===== src/rtl/reg_slice_pkg.sv =====
// Shared types for the valid/ready register slices.
package reg_slice_pkg;

    localparam int unsigned OCC_W = 2;

    typedef enum logic [1:0] {
        EMPTY = 2'd0,
        BUSY  = 2'd1,
        FULL  = 2'd2
    } slice_state_e;

    // Beats held by the full slice in a given state.
    function automatic logic [OCC_W-1:0] state_occ(input slice_state_e s);
        return OCC_W'(s);
    endfunction

endpackage


===== src/rtl/reg_slice_backward.sv =====
// Valid/ready slice that always drives s_rdy from a flop; REG_OUT=1 also
// registers the valid/payload path for a full two-entry slice.
module reg_slice_backward
    import reg_slice_pkg::*;
#(
    parameter int unsigned PLD_WIDTH = 32,
    parameter bit          REG_OUT   = 1'b0
) (
    input  logic                 clk,
    input  logic                 rst,
    input  logic                 s_vld,
    output logic                 s_rdy,
    input  logic [PLD_WIDTH-1:0] s_pld,
    output logic                 m_vld,
    input  logic                 m_rdy,
    output logic [PLD_WIDTH-1:0] m_pld,
    output logic [OCC_W-1:0]     occ
);

    logic                 s_rdy_r;
    logic                 s_rdy_nxt;
    logic                 push;
    logic                 skid_vld;
    logic                 skid_set;
    logic                 skid_clr;
    logic [PLD_WIDTH-1:0] skid_pld;

    assign s_rdy = s_rdy_r;
    assign push  = s_vld && s_rdy_r;

    // Ready flop; both modes compute its next value
    always_ff @(posedge clk or posedge rst) begin
        if (rst) begin
            s_rdy_r <= 1'b0;
        end else begin
            s_rdy_r <= s_rdy_nxt;
        end
    end

    // Skid register catches the beat accepted while downstream stalls
    always_ff @(posedge clk or posedge rst) begin
        if (rst) begin
            skid_vld <= 1'b0;
            skid_pld <= '0;
        end else if (skid_set) begin
            skid_vld <= 1'b1;
            skid_pld <= s_pld;
        end else if (skid_clr) begin
            skid_vld <= 1'b0;
        end
    end

    generate
        if (!REG_OUT) begin : g_pass
            // PASS when the skid is empty, SKID while it holds a beat
            always_comb begin
                skid_set  = 1'b0;
                skid_clr  = 1'b0;
                s_rdy_nxt = s_rdy_r;
                if (skid_vld) begin
                    if (m_rdy) begin
                        skid_clr  = 1'b1;
                        s_rdy_nxt = 1'b1;
                    end
                end else begin
                    s_rdy_nxt = 1'b1;
                    if (push && !m_rdy) begin
                        skid_set  = 1'b1;
                        s_rdy_nxt = 1'b0;
                    end
                end
            end

            assign m_vld = skid_vld || push;
            assign m_pld = skid_vld ? skid_pld : s_pld;
            assign occ   = OCC_W'(skid_vld);
        end else begin : g_full
            slice_state_e         state;
            slice_state_e         state_nxt;
            logic                 pop;
            logic                 out_load;
            logic                 out_vld;
            logic [PLD_WIDTH-1:0] out_pld;
            logic [OCC_W-1:0]     occ_r;

            assign pop = out_vld && m_rdy;

            always_comb begin
                state_nxt = state;
                out_load  = 1'b0;
                skid_set  = 1'b0;
                skid_clr  = 1'b0;
                case (state)
                    EMPTY: begin
                        if (push) begin
                            state_nxt = BUSY;
                            out_load  = 1'b1;
                        end
                    end
                    BUSY: begin
                        if (push && pop) begin
                            out_load = 1'b1;
                        end else if (push) begin
                            state_nxt = FULL;
                            skid_set  = 1'b1;
                        end else if (pop) begin
                            state_nxt = EMPTY;
                        end
                    end
                    FULL: begin
                        if (pop) begin
                            state_nxt = BUSY;
                            out_load  = 1'b1;
                            skid_clr  = 1'b1;
                        end
                    end
                    default: state_nxt = EMPTY;
                endcase
                s_rdy_nxt = (state_nxt != FULL);
            end

            always_ff @(posedge clk or posedge rst) begin
                if (rst) begin
                    state   <= EMPTY;
                    out_vld <= 1'b0;
                    out_pld <= '0;
                    occ_r   <= '0;
                end else begin
                    state   <= state_nxt;
                    out_vld <= (state_nxt != EMPTY);
                    occ_r   <= state_occ(state_nxt);
                    // A held skid beat is always older than the upstream one
                    if (out_load) begin
                        out_pld <= skid_vld ? skid_pld : s_pld;
                    end
                end
            end

            assign m_vld = out_vld;
            assign m_pld = out_pld;
            assign occ   = occ_r;
        end
    endgenerate

    // Downstream must see a stalled beat unchanged until it is taken
    property p_stall_hold;
        @(posedge clk) disable iff (rst)
            (m_vld && !m_rdy) |=> (m_vld && $stable(m_pld));
    endproperty

    a_stall_hold: assert property (p_stall_hold)
        else $error("m_vld/m_pld changed while stalled");

endmodule


===== config.mk =====
export PLATFORM = sky130hd
export DESIGN_NAME = reg_slice_backward
export DESIGN_NICKNAME = d
export VERILOG_FILES = /design/src/rtl/reg_slice_pkg.sv /design/src/rtl/reg_slice_backward.sv
export SDC_FILE = /design/constraint.sdc
export NUM_CORES = 1
export LEC_CHECK = 0
export CAP_MARGIN = 20
export CORE_ASPECT_RATIO = 0.7
export CORE_MARGIN = 1.5
export CORE_UTILIZATION = 36
export CTS_BUF_LIST = sky130_fd_sc_hd__clkbuf_8
export CTS_CLUSTER_DIAMETER = 80
export DETAILED_ROUTE_END_ITERATION = 16
export PLACE_DENSITY = 0.68
export SLEW_MARGIN = 20
export SYNTH_ARGS = -nofsm -noshare
export SYNTH_HDL_FRONTEND = slang
export SYNTH_SLANG_ARGS = --single-unit

===== constraint.sdc =====
create_clock -name clk -period 2.2 [get_ports clk]
set_input_delay 0.44 -clock clk [delete_from_list [all_inputs] [get_ports clk]]
set_output_delay 0.44 -clock clk [all_outputs]
set_load 0.01 [all_outputs]

==> results_dict.tcl <==
set metrics [dict create \
    net_count_of_the_mapped_netlist 152 \
    routed_wire_length_per_instance_microns 15.2 \
    critical-path-top-delay-family "buffers and inverters" \
    period_minus_slack_ns 2.13 \
    syn_to_layout_area_delta_pct 47.7 \
    die_h_microns 62.9 \
    postRouteAntennaNets 0 \
    detailroute.via_count 1181 \
    ff_latch_area_sq_um 852 \
    cp.buffers_inverters 2 \
    ioPinCount 72 \
    max-vdd-ir-drop_v 0.000236 \
    required_ns 1.76 \
    cts.sinks 34 \
    insertion_delay_ns 0.28 \
    clk_pin_slew_ns 0.07 \
    dpl_hpwl_microns 2780 \
    cts.repair_timing.setup_buffer_count 0 \
    die_area_sq_um 5570 \
    critPathArrivalTime_ns 1.69 \
    remaining_drc_errors 0 \
    finalHoldViolCount 0 \
    max_stage_delay_ns 0.49 \
    synth_top_cell_by_area "dfrtp_1" \
    gr-total-overflow 0 \
    seq_total_area_yosys_pct 46.1 \
    setup_viol 0 \
    vias_per_cell 4.58 \
    drive_above_1_share_pct 41.8 \
    nNetsFinal 224 \
    crit_type "flip-flop to output pin" \
    cp_cell_sequence "buf_12, mux2_2, clkdlybuf4s50_1" \
    layout_common_cells "clkdlybuf4s50_1, mux2_2, dfrtp_1" \
    rsz0062_at_grt "false" \
    yosys.area.top_type_share_pct 46.1 \
    tritoncts "built" \
    outcome "finished, final reports clean" \
    synthesis.instances 116 \
    core_region_area_sq_um 4860 \
    vias_in_the_first_global_route 1303 \
    synth_cell_type_count 14 \
    cp-start-kind "flip-flop" \
    avgSynthCellArea_sq_um 15.9 \
    grt_first_pass_wirelength_microns 6260 \
    cellLeakagePower_nw 1.26 \
    crit_path_max_fanout 16 \
    fill_cells 410 \
    cts.root.buffer_cell "clkbuf_8" \
    grtUsageTotal_pct 15.0 \
    port-buffer-count 70 \
    combined_area_of_the_multi_input_logic_cells_sq_um 897 \
    post-route-period-util_pct 97.0 \
    max_cap_violations 0 \
    number_of_antenna_violations_at_the_first_check_in_global_routing 0 \
    synth-seq-cells 34 \
    setup-tns-final_ns 0 \
    max-clock-path-buffers 2 \
    cts.hold.buffers_added 0 \
    area_of_the_mapped_netlist_sq_um 1850 \
    maximum_number_of_pins_on_one_net_before_global_route_repair 35 \
    wirelength_microns 3920 \
    power_dens_cells_nw_per_um2 732 \
    ys.warnings.count 0 \
    detailedRoute.firstPassIterationCount 4 \
    worst_setup_path_end_kind "output pin" \
    critPathSlowestCell "clkdlybuf4s50_1" \
    finalHoldWorstSlack_ns 0.507 \
    initial_utilization_pct 38.0 \
    skew_ns 0.00479 \
    drt_first_iter_violations 36 \
    min-delay-path-class "flip-flop to flip-flop" \
    cts.htree.levels 2 \
    place.gp.congestion 0.733 \
    num_antenna_cells 0 \
    ranking_of_synthesized_cells_by_area "dfrtp_1, mux2_4, mux2_2, buf_12, buf_4" \
    core.rowCount 21 \
    final_report_max_slew_violation_count 0 \
    cts_made_buffers 5 \
    dieWidth_microns 88.6 \
    fmax_mhz 469 \
    layout.cells.most_common "clkdlybuf4s50_1" \
]
## report_power, final
part / switching, mW / internal [mW]
Combinational: 0.207 / 0.462
Sequential: 0.0787 / 0.766
Clock: 0.229 / 0.251
Total: 0.515 / 1.48
## synthesized netlist by cell type
cell / count
nor2b_1: 1
buf_6: 1
a21o_1: 2
inv_1: 1
nand3b_1: 1
buf_12: 3
buf_2: 3
buf_4: 3
nor4bb_1: 1
nand2b_1: 1
dfrtp_1: 34
mux2_4: 30
conb_1: 1
mux2_2: 34
## path summary, 6_finish.rpt
check                      cells past startpoint   startpoint  slack, ns      endpoint
setup / recovery                               3     skid_vld       0.07      m_pld[0]
hold / removal                                 1  skid_pld[0]       0.51   skid_pld[0]
setup reg to reg                               4     skid_vld       0.47   skid_pld[0]
hold reg to reg                                1  skid_pld[0]       0.51   skid_pld[0]
max in group asynchronous                      3          rst       1.33      skid_vld
min in group asynchronous                      3          rst       0.55  skid_pld[15]
## sequential cells by signal (all words and copies together), names as in the netlist
signal	cells
skid_pld	32
skid_vld	1
s_rdy	1
## area by class of cell
class / count / area share [%]
flip-flops and latches: 34 / 31.3
clock inverters: 2 / 0.459
multi-input cells: 71 / 32.9
clock buffers: 6 / 3.03
well taps: 69 / 3.17
inverters: 1 / 0.138
repair buffers: 75 / 29.0
## worst reg2reg max path, cell delays in order (launching register included)
cell      delay, ns
dfrtp_2        0.44
buf_12         0.17
nor4bb_4       0.30
buf_4          0.33
mux2_2         0.38
## what timing repair did
item                       in CTS  in global routing
setup endpoints to repair      15                 28
gates cloned                    0                  0
pin swaps                       0                  0
resized for setup               6                 15
## routing by layer
| metal | part of all wire (%) | vias up | wire, microns | track usage [%] |
|---|---|---|---|---|
| met5 | 0 | - | 0 | 0 |
| met4 | 0.41 | 0 | 16 | 5.08 |
| met3 | 9.9 | 3 | 388 | 6.87 |
| met2 | 44 | 51 | 1740 | 22.2 |
| met1 | 45 | 575 | 1770 | 19.2 |
| li1 | - | 552 | - | - |
## stage by stage
| step | power [mW] | instances | cell area (sq um) | utilization [%] | setup WS, ns |
|---|---|---|---|---|---|
| after global routing | 2.11 | 258 | 2730 | 56.1 | 0.000691 |
| after CTS | 2.03 | 258 | 2690 | 55.3 | -0.00955 |
| after global placement | 1.52 | 250 | 2590 | 53.3 | 0.134 |
| final | 1.99 | 258 | 2730 | 56.1 | 0.0661 |
| after floorplan | 1.25 | 116 | 1850 | - | 0.690 |
| after detailed placement | 1.54 | 250 | 2590 | 53.3 | 0.114 |
## kinds of logic after synthesis
logic type / after synthesis / share of synthesized area (%)
compound gates: 2 / 0.813
simple gates: 4 / 1.63
mux: 64 / 45.2
flops: 34 / 46.1
other cells: 1 / 0.203
buf+inv: 11 / 6.10
Note: power is estimated with default switching activity, not from simulation.
